[src/rtl/uart_receiver.sv]
// 8N1 UART receiver feeding a single-entry ready/valid holding register.
// Framing errors and overruns are reported as one-cycle pulses.
module uart_receiver #(
  parameter int CLOCK_FREQ = 50_000_000,
  parameter int BAUD_RATE  = 115_200
) (
  input  logic       clk,
  input  logic       rst,
  input  logic       serial_in,
  output logic [7:0] data_out,
  output logic       data_out_valid,
  input  logic       data_out_ready,
  output logic       framing_error,
  output logic       overrun
);

  localparam int SYMBOL_EDGE_TIME = CLOCK_FREQ / BAUD_RATE;
  localparam int SAMPLE_TIME      = SYMBOL_EDGE_TIME / 2;
  localparam int CW               = $clog2(SYMBOL_EDGE_TIME);

  localparam logic [CW-1:0] EDGE_LAST   = CW'(SYMBOL_EDGE_TIME - 1);
  localparam logic [CW-1:0] SAMPLE_LAST = CW'(SAMPLE_TIME - 1);

  localparam logic [2:0] IDLE  = 3'd0;
  localparam logic [2:0] START = 3'd1;
  localparam logic [2:0] DATA  = 3'd2;
  localparam logic [2:0] STOP  = 3'd3;
  localparam logic [2:0] BREAK = 3'd4;

  logic          rx_meta;
  logic          rx_s;
  logic [2:0]    state_q, state_d;
  logic [CW-1:0] counter_q, counter_d;
  logic [2:0]    bit_idx_q, bit_idx_d;
  logic [7:0]    shift_q, shift_d;
  logic          byte_done_q, byte_done_d;
  logic          framing_error_q, framing_error_d;
  logic [7:0]    data_q, data_d;
  logic          valid_q, valid_d;
  logic          overrun_q, overrun_d;

  // Synchroniser resets to the idle line level so reset release never looks like a start bit.
  always_ff @(posedge clk or posedge rst) begin
    if (rst) begin
      rx_meta <= 1'b1;
      rx_s    <= 1'b1;
    end else begin
      rx_meta <= serial_in;
      rx_s    <= rx_meta;
    end
  end

  always_comb begin
    state_d         = state_q;
    counter_d       = counter_q;
    bit_idx_d       = bit_idx_q;
    shift_d         = shift_q;
    byte_done_d     = 1'b0;
    framing_error_d = 1'b0;
    case (state_q)
      IDLE: begin
        if (!rx_s) begin
          state_d   = START;
          counter_d = '0;
        end
      end
      START: begin
        if (counter_q == SAMPLE_LAST) begin
          if (rx_s) begin
            state_d = IDLE;
          end else begin
            state_d   = DATA;
            counter_d = '0;
            bit_idx_d = 3'd0;
          end
        end else begin
          counter_d = counter_q + CW'(1);
        end
      end
      DATA: begin
        if (counter_q == EDGE_LAST) begin
          shift_d[bit_idx_q] = rx_s;
          counter_d          = '0;
          if (bit_idx_q == 3'd7) begin
            state_d = STOP;
          end else begin
            bit_idx_d = bit_idx_q + 3'd1;
          end
        end else begin
          counter_d = counter_q + CW'(1);
        end
      end
      STOP: begin
        if (counter_q == EDGE_LAST) begin
          counter_d = '0;
          if (rx_s) begin
            state_d     = IDLE;
            byte_done_d = 1'b1;
          end else begin
            state_d         = BREAK;
            framing_error_d = 1'b1;
          end
        end else begin
          counter_d = counter_q + CW'(1);
        end
      end
      // A held-low line must return high before another start bit is considered.
      BREAK: begin
        if (rx_s) begin
          state_d = IDLE;
        end
      end
      default: begin
        state_d   = IDLE;
        counter_d = '0;
      end
    endcase
  end

  // Completed byte is offered to the holding register one cycle after the stop sample.
  always_comb begin
    data_d    = data_q;
    valid_d   = valid_q;
    overrun_d = 1'b0;
    if (byte_done_q) begin
      if (!valid_q || data_out_ready) begin
        data_d  = shift_q;
        valid_d = 1'b1;
      end else begin
        overrun_d = 1'b1;
      end
    end else if (valid_q && data_out_ready) begin
      valid_d = 1'b0;
    end
  end

  always_ff @(posedge clk or posedge rst) begin
    if (rst) begin
      state_q         <= IDLE;
      counter_q       <= '0;
      bit_idx_q       <= 3'd0;
      shift_q         <= 8'h00;
      byte_done_q     <= 1'b0;
      framing_error_q <= 1'b0;
      data_q          <= 8'h00;
      valid_q         <= 1'b0;
      overrun_q       <= 1'b0;
    end else begin
      state_q         <= state_d;
      counter_q       <= counter_d;
      bit_idx_q       <= bit_idx_d;
      shift_q         <= shift_d;
      byte_done_q     <= byte_done_d;
      framing_error_q <= framing_error_d;
      data_q          <= data_d;
      valid_q         <= valid_d;
      overrun_q       <= overrun_d;
    end
  end

  assign data_out       = data_q;
  assign data_out_valid = valid_q;
  assign framing_error  = framing_error_q;
  assign overrun        = overrun_q;

endmodule

[config.mk]
export PLATFORM = sky130hd
export DESIGN_NAME = uart_receiver
export DESIGN_NICKNAME = d
export VERILOG_FILES = /design/src/rtl/uart_receiver.sv
export SDC_FILE = /design/constraint.sdc
export NUM_CORES = 1
export LEC_CHECK = 0
export BUFFER_PORTS_ARGS = -buffer_cell sky130_fd_sc_hd__buf_4
export CAP_MARGIN = 40
export CORE_MARGIN = 2
export CORE_UTILIZATION = 65
export CTS_BUF_LIST = sky130_fd_sc_hd__clkbuf_4
export CTS_CLUSTER_DIAMETER = 60
export DETAILED_ROUTE_END_ITERATION = 12
export PLACE_DENSITY = 0.87
export SLEW_MARGIN = 20
export SYNTH_ARGS = -nofsm -noshare
export SYNTH_HDL_FRONTEND = slang
export SYNTH_SLANG_ARGS = --single-unit
export TNS_END_PERCENT = 50
[constraint.sdc]
create_clock -name clk -period 4.5 [get_ports clk]
set_input_delay 0.9 -clock clk [delete_from_list [all_inputs] [get_ports clk]]
set_output_delay 0.9 -clock clk [all_outputs]
set_load 0.01 [all_outputs]
==> flow_metrics.py <==
metrics = {
    "run_status": {
        "outcome": "completed",
    },
    "pwr": {
        "p_per_area_mw_per_mm2": 279,
        "ir_drop_mv": 0.268,
        "leakage_uw": 0.000919,
    },
    "yosys": {
        "ys_top_cells_by_area": "dfrtp_1 47%, mux2_2 9.0%, ha_1 3.3%",
        "synth_top_family_by_area": "simple AND/OR/NAND/NOR gates",
        "synthAdderAreaFrac_pct": 3.34,
        "ys_seq_area_share_pct": 49.5,
        "synthCells": 165,
        "synth-simple-area-share_pct": 17.3,
        "synth_xor_area_share_pct": 3.27,
        "synthTopCellsByCount": "35 x dfrtp_1, 15 x mux2_2, 9 x inv_1, 9 x nand2_1, 8 x nor2_1",
        "yosys.cell_types.count": 48,
        "synth-seq-cells": 37,
        "synth_edf_count": 0,
        "synth.avg_cell_area_um2": 11.4,
        "syn-num-nets": 174,
        "async_flop_share_pct": 100,
        "syn_area_mm2": 0.00187,
        "yosys.area.top_type": "dfrtp_1",
        "synth-warning-count": 0,
        "yosys.area.top_type_share_pct": 46.7,
        "synth_compound_area_share_pct": 12.6,
        "yosysMostFrequentCell": "dfrtp_1",
        "synth_top_flop_cell": "dfrtp_1",
        "synth.area.mux_share_pct": 9.61,
    },
    "hold_path": {
        "hold_path.class": "flip-flop to flip-flop",
        "hold_depth": 0,
    },
    "global_route": {
        "use_met1_pct": 30.0,
        "gr-max-usage-layer": "met2",
        "grt_max_degree": 23,
        "antenna_found_initial": 0,
        "grt_overflow_total": 0,
        "grt_usage_pct": 24.1,
        "use_met3_pct": 6.47,
        "use_met2_pct": 39.4,
        "grt_pass1_wl_mm": 6.07,
        "grt_pass1_vias": 1311,
    },
    "placement": {
        "hpwl_mm": 2.59,
        "gp_congestion": 0.896,
        "dpl_cell_area_mm2": 0.00198,
        "numPortBuffers": 14,
        "placed_cells": 202,
        "post-place-ws_ns": 2.35,
    },
    "die": {
        "dieArea_mm2": 0.00333,
        "placementRows": 19,
        "core_area_mm2": 0.00276,
        "ios": 15,
        "initial_core_util_pct": 68.0,
        "die_y_um": 57.7,
        "die_w_um": 57.7,
    },
    "sta": {
        "worst_pin_slew_ns": 0.664,
        "setup_ws_ns": 2.33,
        "fmax_ghz": 0.462,
        "finClkSkew_ns": 0.00465,
        "tns_ns": 0,
        "slew_violations": 0,
        "fin_crit_sh_pct": 48.1,
        "timing.slew.headroom_pct": 55.3,
        "finalSetupViolCount": 0,
        "finalHoldViolCount": 0,
        "rsz0062_at_grt": "no",
        "fin_crit_ns": 2.17,
    },
    "cts": {
        "cts.sinks": 37,
        "cts_hold_buffers": 0,
        "clk_path_buf_depth": 2,
        "clk_pin_slew_worst_paths_ns": 0.11,
        "cts_post_setup_buffers_inserted": 0,
        "ctsResizeCount": 0,
        "clock_latency_ns": 0.34,
        "cts_tree": "done",
        "cts_root_buf": "clkbuf_4",
        "htree_levels": 2,
        "cts_made_buffers": 5,
    },
    "critical_path": {
        "cp.depth": 4,
        "cp_top_family": "simple AND/OR/NAND/NOR gates",
        "slowest_stage": "dfrtp_1",
        "max_stage_delay_ns": 0.62,
        "cp-end-kind": "flip-flop",
        "startpoint_type": "flip-flop",
        "critical_path_required_ns": 4.74,
        "crit_type": "flip-flop to flip-flop",
        "crit_chain": "or3b_1, or4_4, nor3_1, mux2_2",
        "crit_fanout": 16,
        "path_buf_inv": 0,
        "arrival_ns": 2.40,
        "ff2ff_path_depth": 4,
    },
    "route": {
        "wl_per_cell_um": 17.1,
        "drt-initial-drc-count": 52,
        "drt-total-wl_mm": 3.59,
        "viasPerCell": 6.41,
        "drc_errors": 0,
        "vias": 1347,
        "drt_first_pass_iters": 4,
        "ant_nets": 0,
    },
    "final_layout": {
        "nNetsFinal": 187,
        "diodes": 0,
        "areaGrowthSynthToFinish_pct": 9.75,
        "final_cell_count_no_fill": 210,
        "fin_area_mm2": 0.00206,
        "drive_gt1_share_pct": 25.1,
    },
    "run": {
        "drv_cap": 0,
    },
}
-- cells by family (layout without fill, tap and decap cells) --
group                    count (synthesis)  after routing
adder cells (fa/ha/maj)                  5              5
buffers and inverters                   18             32
AND/OR/NAND/NOR                         53             53
multiplexers                            16             16
flip-flops                              37             37
AO/OA/AOI/OAI                           29             29
XOR/XNOR                                 7              7
-- worst paths after layout --
kind / from / end / slack [ns]
setup / recovery: state_q[1]$_DFFE_PP0P_ / shift_q[1]$_DFFE_PP0P_ / 2.33
hold / removal: rx_meta$_DFF_PP1_ / rx_s$_DFF_PP1_ / 0.36
setup reg to reg: state_q[1]$_DFFE_PP0P_ / shift_q[1]$_DFFE_PP0P_ / 2.33
hold reg to reg: rx_meta$_DFF_PP1_ / rx_s$_DFF_PP1_ / 0.36
max in group asynchronous: rst / bit_idx_q[0]$_DFFE_PP0P_ / 3.18
min in group asynchronous: rst / counter_q[7]$_DFFE_PP0N_ / 0.61
-- metal layers --
metal | part of all wire [%] | wire length (um) | up-vias
met5 | 0 | 0 | -
met4 | 1.2 | 43 | 0
met3 | 6.0 | 215 | 4
met2 | 53 | 1900 | 56
met1 | 40 | 1430 | 656
li1 | - | - | 631
-- cells in the final DEF, fill, tap and decap left out, types with 5 or more instances in the layout --
master     instances
buf_4             15
clkbuf_4           5
dfrtp_1           35
ha_1               5
inv_1              9
mux2_2            15
nand2_1            9
nand3_1            7
nor2_1             8
o21ai_0            6
o2bb2ai_1          5
xor2_1             5
-- state kept, by name, indices dropped and copies added, names as in the netlist --
signal          cells
overrun             1
rx_meta             1
shift_q             8
framing_error       1
data_out_valid      1
data_out            8
bit_idx_q           3
byte_done_q         1
rx_s                1
counter_q           9
state_q             3
-- area by class of cell --
type,instances,area [um2]
clock inverters,3,41.3
flip-flops and latches,37,928
clock buffers,5,37.5
repair buffers,15,113
inverters,9,33.8
multi-input cells,110,865
well taps,31,38.8
fillers,185,701
-- where the power goes --
part	leakage (uW)	switching (uW)	internal, uW
Combinational	0.000385	8.25	2.98
Clock	0.0000389	111	115
Sequential	0.000495	1.56	334
-- stage by stage --
stage	hold slack (ns)	total power, uW	utilization (%)
5_1_grt	0.367	592	74.6
4_1_cts	0.358	580	74.6
6_report	0.360	573	74.6
2_1_floorplan	0.345	348	-
3_5_place_dp	0.349	353	71.7
3_3_place_gp	0.347	353	71.7
Note: power is estimated with default switching activity, not from simulation.
